<file path="config.mk">
export PLATFORM = sky130hd
export DESIGN_NAME = tick_period_monitor
export DESIGN_NICKNAME = d
export VERILOG_FILES = /design/src/rtl/tick_period_monitor.sv
export SDC_FILE = /design/constraint.sdc
export NUM_CORES = 1
export LEC_CHECK = 0
export ABC_CLOCK_PERIOD_IN_PS = 2950
export BUFFER_PORTS_ARGS = -buffer_cell sky130_fd_sc_hd__buf_2
export CAP_MARGIN = 20
export CORE_ASPECT_RATIO = 0.6
export CORE_MARGIN = 10
export CORE_UTILIZATION = 58
export DETAILED_ROUTE_END_ITERATION = 12
export PLACE_DENSITY = 0.79
export SLEW_MARGIN = 20
export SYNTH_ARGS = -nofsm -noshare
export SYNTH_HDL_FRONTEND = slang
export SYNTH_SLANG_ARGS = --single-unit
</file>
<file path="constraint.sdc">
create_clock -name i_clk -period 2.95 [get_ports i_clk]
set_input_delay 0.59 -clock i_clk [delete_from_list [all_inputs] [get_ports i_clk]]
set_output_delay 0.59 -clock i_clk [all_outputs]
set_load 0.01 [all_outputs]
</file>
<file path="src/rtl/tick_period_monitor.sv">
// Measures the rise-to-rise period of a slow asynchronous tick, tracks lock
// against a nominal period, counts out-of-range periods and flags lost ticks.
module tick_period_monitor #(
    parameter int EXPECTED_CYCLES = 100_000_000,
    parameter int TOLERANCE       = 1_000,
    parameter int LOCK_COUNT      = 3,
    parameter int TIMEOUT_CYCLES  = 150_000_000
) (
    input  logic        i_clk,
    input  logic        reset,
    input  logic        i_tick,
    output logic [27:0] o_period,
    output logic        o_period_valid,
    output logic        o_locked,
    output logic        o_timeout,
    output logic [7:0]  o_err_count
);

    // state      | meaning
    // WAIT_FIRST | no reference rise held; next rise only starts a measurement
    // MEASURE    | reference rise held; next rise completes a period
    localparam logic [0:0] WAIT_FIRST = 1'b0;
    localparam logic [0:0] MEASURE    = 1'b1;

    localparam logic [27:0] RANGE_LO = 28'(EXPECTED_CYCLES - TOLERANCE);
    localparam logic [27:0] RANGE_HI = 28'(EXPECTED_CYCLES + TOLERANCE);
    localparam logic [27:0] TIMEOUT  = 28'(TIMEOUT_CYCLES);
    localparam logic [27:0] CNT_MAX  = '1;
    localparam logic [3:0]  LOCK_N   = 4'(LOCK_COUNT);

    logic [0:0]  state;
    logic        sync_a;
    logic        sync_b;
    logic        sync_c;
    logic        rise_q;
    logic [27:0] cnt;
    logic [3:0]  streak;
    logic [3:0]  streak_next;
    logic        in_range;

    assign in_range    = (cnt >= RANGE_LO) && (cnt <= RANGE_HI);
    assign streak_next = (streak == LOCK_N) ? streak : streak + 4'd1;

    // cnt holds the cycles elapsed since the last processed rise, so the value
    // read on the next processed rise is exactly the period.  rise_q adds one
    // register stage so that valid lands three edges after the raw sample.
    always_ff @(posedge i_clk) begin
        if (reset) begin
            state          <= WAIT_FIRST;
            sync_a         <= 1'b0;
            sync_b         <= 1'b0;
            sync_c         <= 1'b0;
            rise_q         <= 1'b0;
            cnt            <= '0;
            streak         <= '0;
            o_period       <= '0;
            o_period_valid <= 1'b0;
            o_locked       <= 1'b0;
            o_timeout      <= 1'b0;
            o_err_count    <= '0;
        end else begin
            sync_a         <= i_tick;
            sync_b         <= sync_a;
            sync_c         <= sync_b;
            rise_q         <= sync_b & ~sync_c;
            o_period_valid <= 1'b0;

            if (rise_q) begin
                cnt       <= 28'd1;
                o_timeout <= 1'b0;
                state     <= MEASURE;
                if (state == MEASURE) begin
                    o_period       <= cnt;
                    o_period_valid <= 1'b1;
                    if (in_range) begin
                        streak   <= streak_next;
                        o_locked <= (streak_next == LOCK_N);
                    end else begin
                        streak   <= '0;
                        o_locked <= 1'b0;
                        if (o_err_count != 8'hFF)
                            o_err_count <= o_err_count + 8'd1;
                    end
                end
            end else begin
                if (cnt != CNT_MAX)
                    cnt <= cnt + 28'd1;
                // Fires as the count steps to TIMEOUT+1; a coincident rise wins above.
                if (cnt == TIMEOUT) begin
                    o_timeout <= 1'b1;
                    o_locked  <= 1'b0;
                    streak    <= '0;
                    state     <= WAIT_FIRST;
                end
            end
        end
    end

endmodule

</file>
# [Word-level counts from Yosys, hierarchy flattened]
# Cells that the tools add are included.
[totals] register_bits=76 latch_bits=0 ram_bits=0 mem_bits_ro=0 in_bits=3 out_inout_bits=39 word_cells=49 n_memories=0
[op_classes] n_addsub=3 mul=0 div_mod_pow=0 order_cmp=2 n_eq_ne=6 n_shift=0 mux=13 bitwise_logic=4 reduce_logical=8
[ops] operator="adder 28 x 1 -> 28 bit (second input constant)" count=1
[ops] operator="== test 28 bit (second input constant)" count=1
[ops] operator=">= comparator 28 x 27 -> 1 bit (second input constant)" count=1
[ops] operator="<= comparator 28 x 27 -> 1 bit (second input constant)" count=1
[ops] operator="inequality test 28 bit (second input constant)" count=1
[ops] operator="2-to-1 mux 4 bit" count=5
[ops] operator="adder 8 x 1 -> 8 bit (second input constant)" count=1
[ops] operator="== test 4 x 2 -> 1 bit (second input constant)" count=2
[ops] operator="2-to-1 mux 1 bit" count=8
[ops] operator="inequality test 8 bit (second input constant)" count=1
[ops] operator="adder 4 x 1 -> 4 bit (second input constant)" count=1
[ops] operator="AND reduction 2 bit" count=2
[ops] operator="AND reduction 4 bit" count=1
[ops] operator="nonzero test 2 bit" count=2
[ops] operator="OR reduction 2 bit" count=2
[ops] operator="NOT 1 bit" count=3
[ops] operator="inequality test 2 bit (second input constant)" count=1
[ops] operator="bitwise AND 1 bit" count=1
[ops] operator="logical AND 1 bit" count=1

# [Logic depth before layout (Yosys ltp)]
[logic_depth] ltp_word=6 ltp_mapped=10 mapped_depth_nobuf=7

# [Worst setup path before layout]
# No wires, ideal clock.
[synth_timing] path_kind="register to register" startpoint="reg cnt[17]" endpoint="reg o_err_count[0]" t_arrival_ns=2.317 required_ns=2.829 path_slack_ns=0.512 path_stages_with_launch=9 synth_period_minus_slack_ns=2.438 cell_sequence="dfxtp_1 > buf_6 > or4_1 > or4_1 > nor4_1 > o311a_2 > buf_6 > nor2_4 > mux2_4"
[synth_between] elab_chain_cells=4
[synth_lines] element="start: declaration" line_no="36" source="logic [27:0] cnt;"
[synth_lines] element="start signal: assignment" line_no="87" source="cnt <= cnt + 28'd1;"
[synth_lines] element=">= comparator 28 x 27 -> 1 bit / <= comparator 28 x 27 -> 1 bit (equally long branches)" line_no="41" source="assign in_range = (cnt >= RANGE_LO) && (cnt <= RANGE_HI);"
[synth_lines] element="logical AND 1 bit (*)" line_no="41"
[synth_lines] element="NOT 1 bit (no source line) (*)"
[synth_lines] element="AND reduction 4 bit (no source line) (*)"
[synth_lines] element="end signal: assignment" line_no="82" source="o_err_count <= o_err_count + 8'd1;"
[synth_lines] element="end: declaration" line_no="16" source="output logic [7:0] o_err_count"
# Every way passes the cells marked *; elsewhere a longest branch is shown, timed or not.
# A chain may end at the register's enable or synchronous reset.

# [Worst setup path after layout]
[layout_timing] startpoint="reg cnt[3]" endpoint="reg cnt[15]"
[layout_between] elab_chain_cells=1
[layout_lines] element="adder 28 x 1 -> 28 bit / inequality test 28 bit (equally long branches)" line_no="87, 86"
# Parallel ways exist; a longest one is shown, timed or not.

==> key figures <==
Power and ir drop
  – VDD IR-drop max: 0.3781 mV
  – Pwr dens: 506.9 nW/µm²
  – Static Leak: 0.001448 µW

Route
  – Vias per Instance: 5.814
  – DR WL/cell: 16.17 µm
  – Total iterations of the first detailed-routing run: 5
  – Detailed Route WL: 8.958 mm
  – Vias: 3221
  – DRC errors left: 0
  – DR iter-0 viols: 388
  – Antenna viol nets, final: 0

Flow run
  – Max Cap Violations: 0

Die
  – Die height: 80.05 µm
  – Die width: 120.1 µm
  – IO Count: 42
  – Core footprint: 5702 µm²
  – Die area: 9613 µm²
  – Cell row count: 21
  – Initial Utilization: 0.6114

Logic synthesis
  – Cell Area, Synth: 3486 µm²
  – Synth area leader: dfxtp_1
  – Post-synth top cells: 83 x nand2_1, 76 x dfxtp_1, 44 x a21oi_1
  – Register area share after synthesis: 0.4365
  – Post-synth EDFFs: 0
  – Most frequent cell after synthesis: nand2_1
  – Flops & latches, synth: 76
  – Ys flop type: dfxtp_1
  – Synthesized instance count: 439
  – Area share of the largest cell type after synthesis: 0.4365
  – Syn avg cell area: 7.940 µm²
  – Netlist cell types: 49
  – Warnings from Yosys: 0
  – Top post-synthesis cells by area: dfxtp_1 44%, nand2_1 8.9%, a21oi_1 6.3%
  – Mapped Nets: 446
  – FFs w/ async S/R, synth: 0

CTS
  – Clock Latency Late Sink: 0.36 ns
  – Clock Sinks: 76
  – Post-CTS setup buffer count: 0
  – Hold_buf cts: 0
  – Htree depth: 3
  – CTS Buf Count: 9
  – Clock Pin Slew Worst Setup and Hold Paths: 0.08 ns
  – Longest Clk Path Bufs: 2
  – Post-CTS Resized: 0
  – Root Buffer: clkbuf_8
  – CTS tree: yes

STA
  – Slew Limit Fails: 0
  – Hold Worst Slack: 0.3845 ns
  – Slew @ Worst Pin: 0.5758 ns
  – Clk_skew: 0.009535 ns
  – Fmax: 379.2 MHz
  – Setup TNS Final: 0 ns
  – RSZ-0062 raised after global routing: no
  – Max_slew headroom: 0.6161
  – Min Tclk post-route: 2.637 ns
  – Endpoints failing hold: 0
  – Final setup viols: 0
  – Period utilization: 0.8940

Global routing
  – M3 GR Usage: 0.06774
  – Met2 GRT Util: 0.2664
  – GR peak layer: met1
  – First-pass GRT wire length: 14.97 mm
  – Initial antenna violation count: 0
  – Largest net degree at the start of global routing: 32
  – Met1 usage: 0.2684
  – Tot GR Track Use: 0.1920
  – Vias in the first global route: 2945
  – Total gr overflow: 0

Place
  – Placement Cell Area: 3724 µm²
  – Dpl hpwl: 6.425 mm
  – Port buffer count: 41
  – Placer Congestion: 1.007

Setup path
  – Crit path DAT: 2.87 ns
  – Worst Setup Start Kind: flop
  – Slack of the worst reg-to-reg path: 0.31 ns
  – Worst endpoint required time: 3.18 ns
  – WS Path Type: flop to flop
  – Worst-path fanout max: 14
  – Crit. End Element: flop

Final layout
  – Fraction of layout cells with a size suffix above 1: 0.1646
  – Ant diodes: 0
  – Layout Nets: 476
  – Finished layout cell area: 3958 µm²
  – Fill count: 477
  – Syn-to-layout area delta: 13.53%

Outcome
  – Outcome: complete, no violations

Min path
  – Hold Crit Class: flop to flop
per-layer routing:
layer | routed length [µm] | up-vias | part of all wire
met4 | 93 | 0 | 0.010
met5 | 0 | - | 0
met1 | 4234 | 1475 | 0.47
met3 | 996 | 14 | 0.11
met2 | 3634 | 155 | 0.41
li1 | - | 1577 | -
where the power goes:
group | total (µW) | switching, µW | internal, µW
clock network | 924 | 398 | 526
registers | 1040 | 6.50 | 1030
logic | 44.9 | 31.8 | 13.1
per-stage QoR:
stage,instances,setup WS [ns],utilization,power (µW)
2_1_floorplan,439,0.5115,-,1092
3_3_place_gp,538,0.4066,0.6531,1105
3_5_place_dp,538,0.3578,0.6531,1106
4_1_cts,554,0.3577,0.6941,2016
5_1_grt,554,0.08927,0.6941,2079
6_report,554,0.3127,0.6941,2006
cells by family after synthesis:
family / Yosys count / synth area share
compound gates: 74 / 0.1206
xor+xnor: 20 / 0.05025
fa+ha+maj: 4 / 0.01436
buf+inv: 36 / 0.04415
flops: 76 / 0.4365
mux: 5 / 0.01651
simple gates: 224 / 0.3177
worst paths after layout:
kind / start / end / depth (start not counted)
min: sync_c / rise_q / 1
max reg2reg: cnt[3] / cnt[15] / 6
min reg2reg: sync_c / rise_q / 1
max: cnt[3] / cnt[15] / 6
registers in the layout, summed over array words and instances, names as in the netlist:
signal / count
rise_q: 1
sync_a: 1
o_locked: 1
o_period_valid: 1
sync_b: 1
cnt: 28
state: 1
o_err_count: 8
streak: 4
o_period: 28
o_timeout: 1
sync_c: 1
cell type report:
cell class	instances	area (µm²)	area share
clock inverters	5	82.58	0.02087
clock buffers	11	151.4	0.03825
repair buffers	50	272.8	0.06892
well taps	80	100.1	0.02529
multi-input cells	327	1810	0.4575
flip-flops and latches	76	1521	0.3844
inverters	5	18.77	0.004742
placed cells by master (no fill, tap or decap), drive strengths merged, types with 2 or more instances in the layout:
| master | synthesis | routed |
|---|---|---|
| a21oi | 44 | 44 |
| nor2 | 39 | 39 |
| a211oi | 2 | 2 |
| nand4b | 2 | 2 |
| nor3 | 11 | 11 |
| ha | 4 | 4 |
| clkinv | 0 | 2 |
| or4 | 4 | 4 |
| o211ai | 2 | 2 |
| nand2 | 83 | 83 |
| nor4 | 7 | 7 |
| mux2 | 3 | 3 |
| and4 | 3 | 3 |
| nand2b | 5 | 5 |
| or3 | 11 | 11 |
| o21ai | 14 | 14 |
| nand4 | 10 | 10 |
| dfxtp | 76 | 76 |
| nand3b | 2 | 2 |
| inv | 5 | 6 |
| xor2 | 15 | 15 |
| clkbuf | 24 | 11 |
| nor3b | 3 | 3 |
| and2 | 2 | 2 |
| a31oi | 2 | 2 |
| and3 | 8 | 8 |
| nor2b | 11 | 11 |
| mux2i | 2 | 2 |
| o2bb2ai | 4 | 4 |
| bufinv | 0 | 2 |
| buf | 7 | 50 |
| xnor2 | 5 | 5 |
| nand3 | 19 | 19 |
critical path, stage by stage, from the launching register on:
cell and delay [ns]:
dfxtp_1 0.50, nand3_1 0.16, or4_1 0.66, or3_1 0.64, nand3_1 0.31, xor2_1 0.19, nor2_1 0.05
Power figures use the tool's default switching activity.
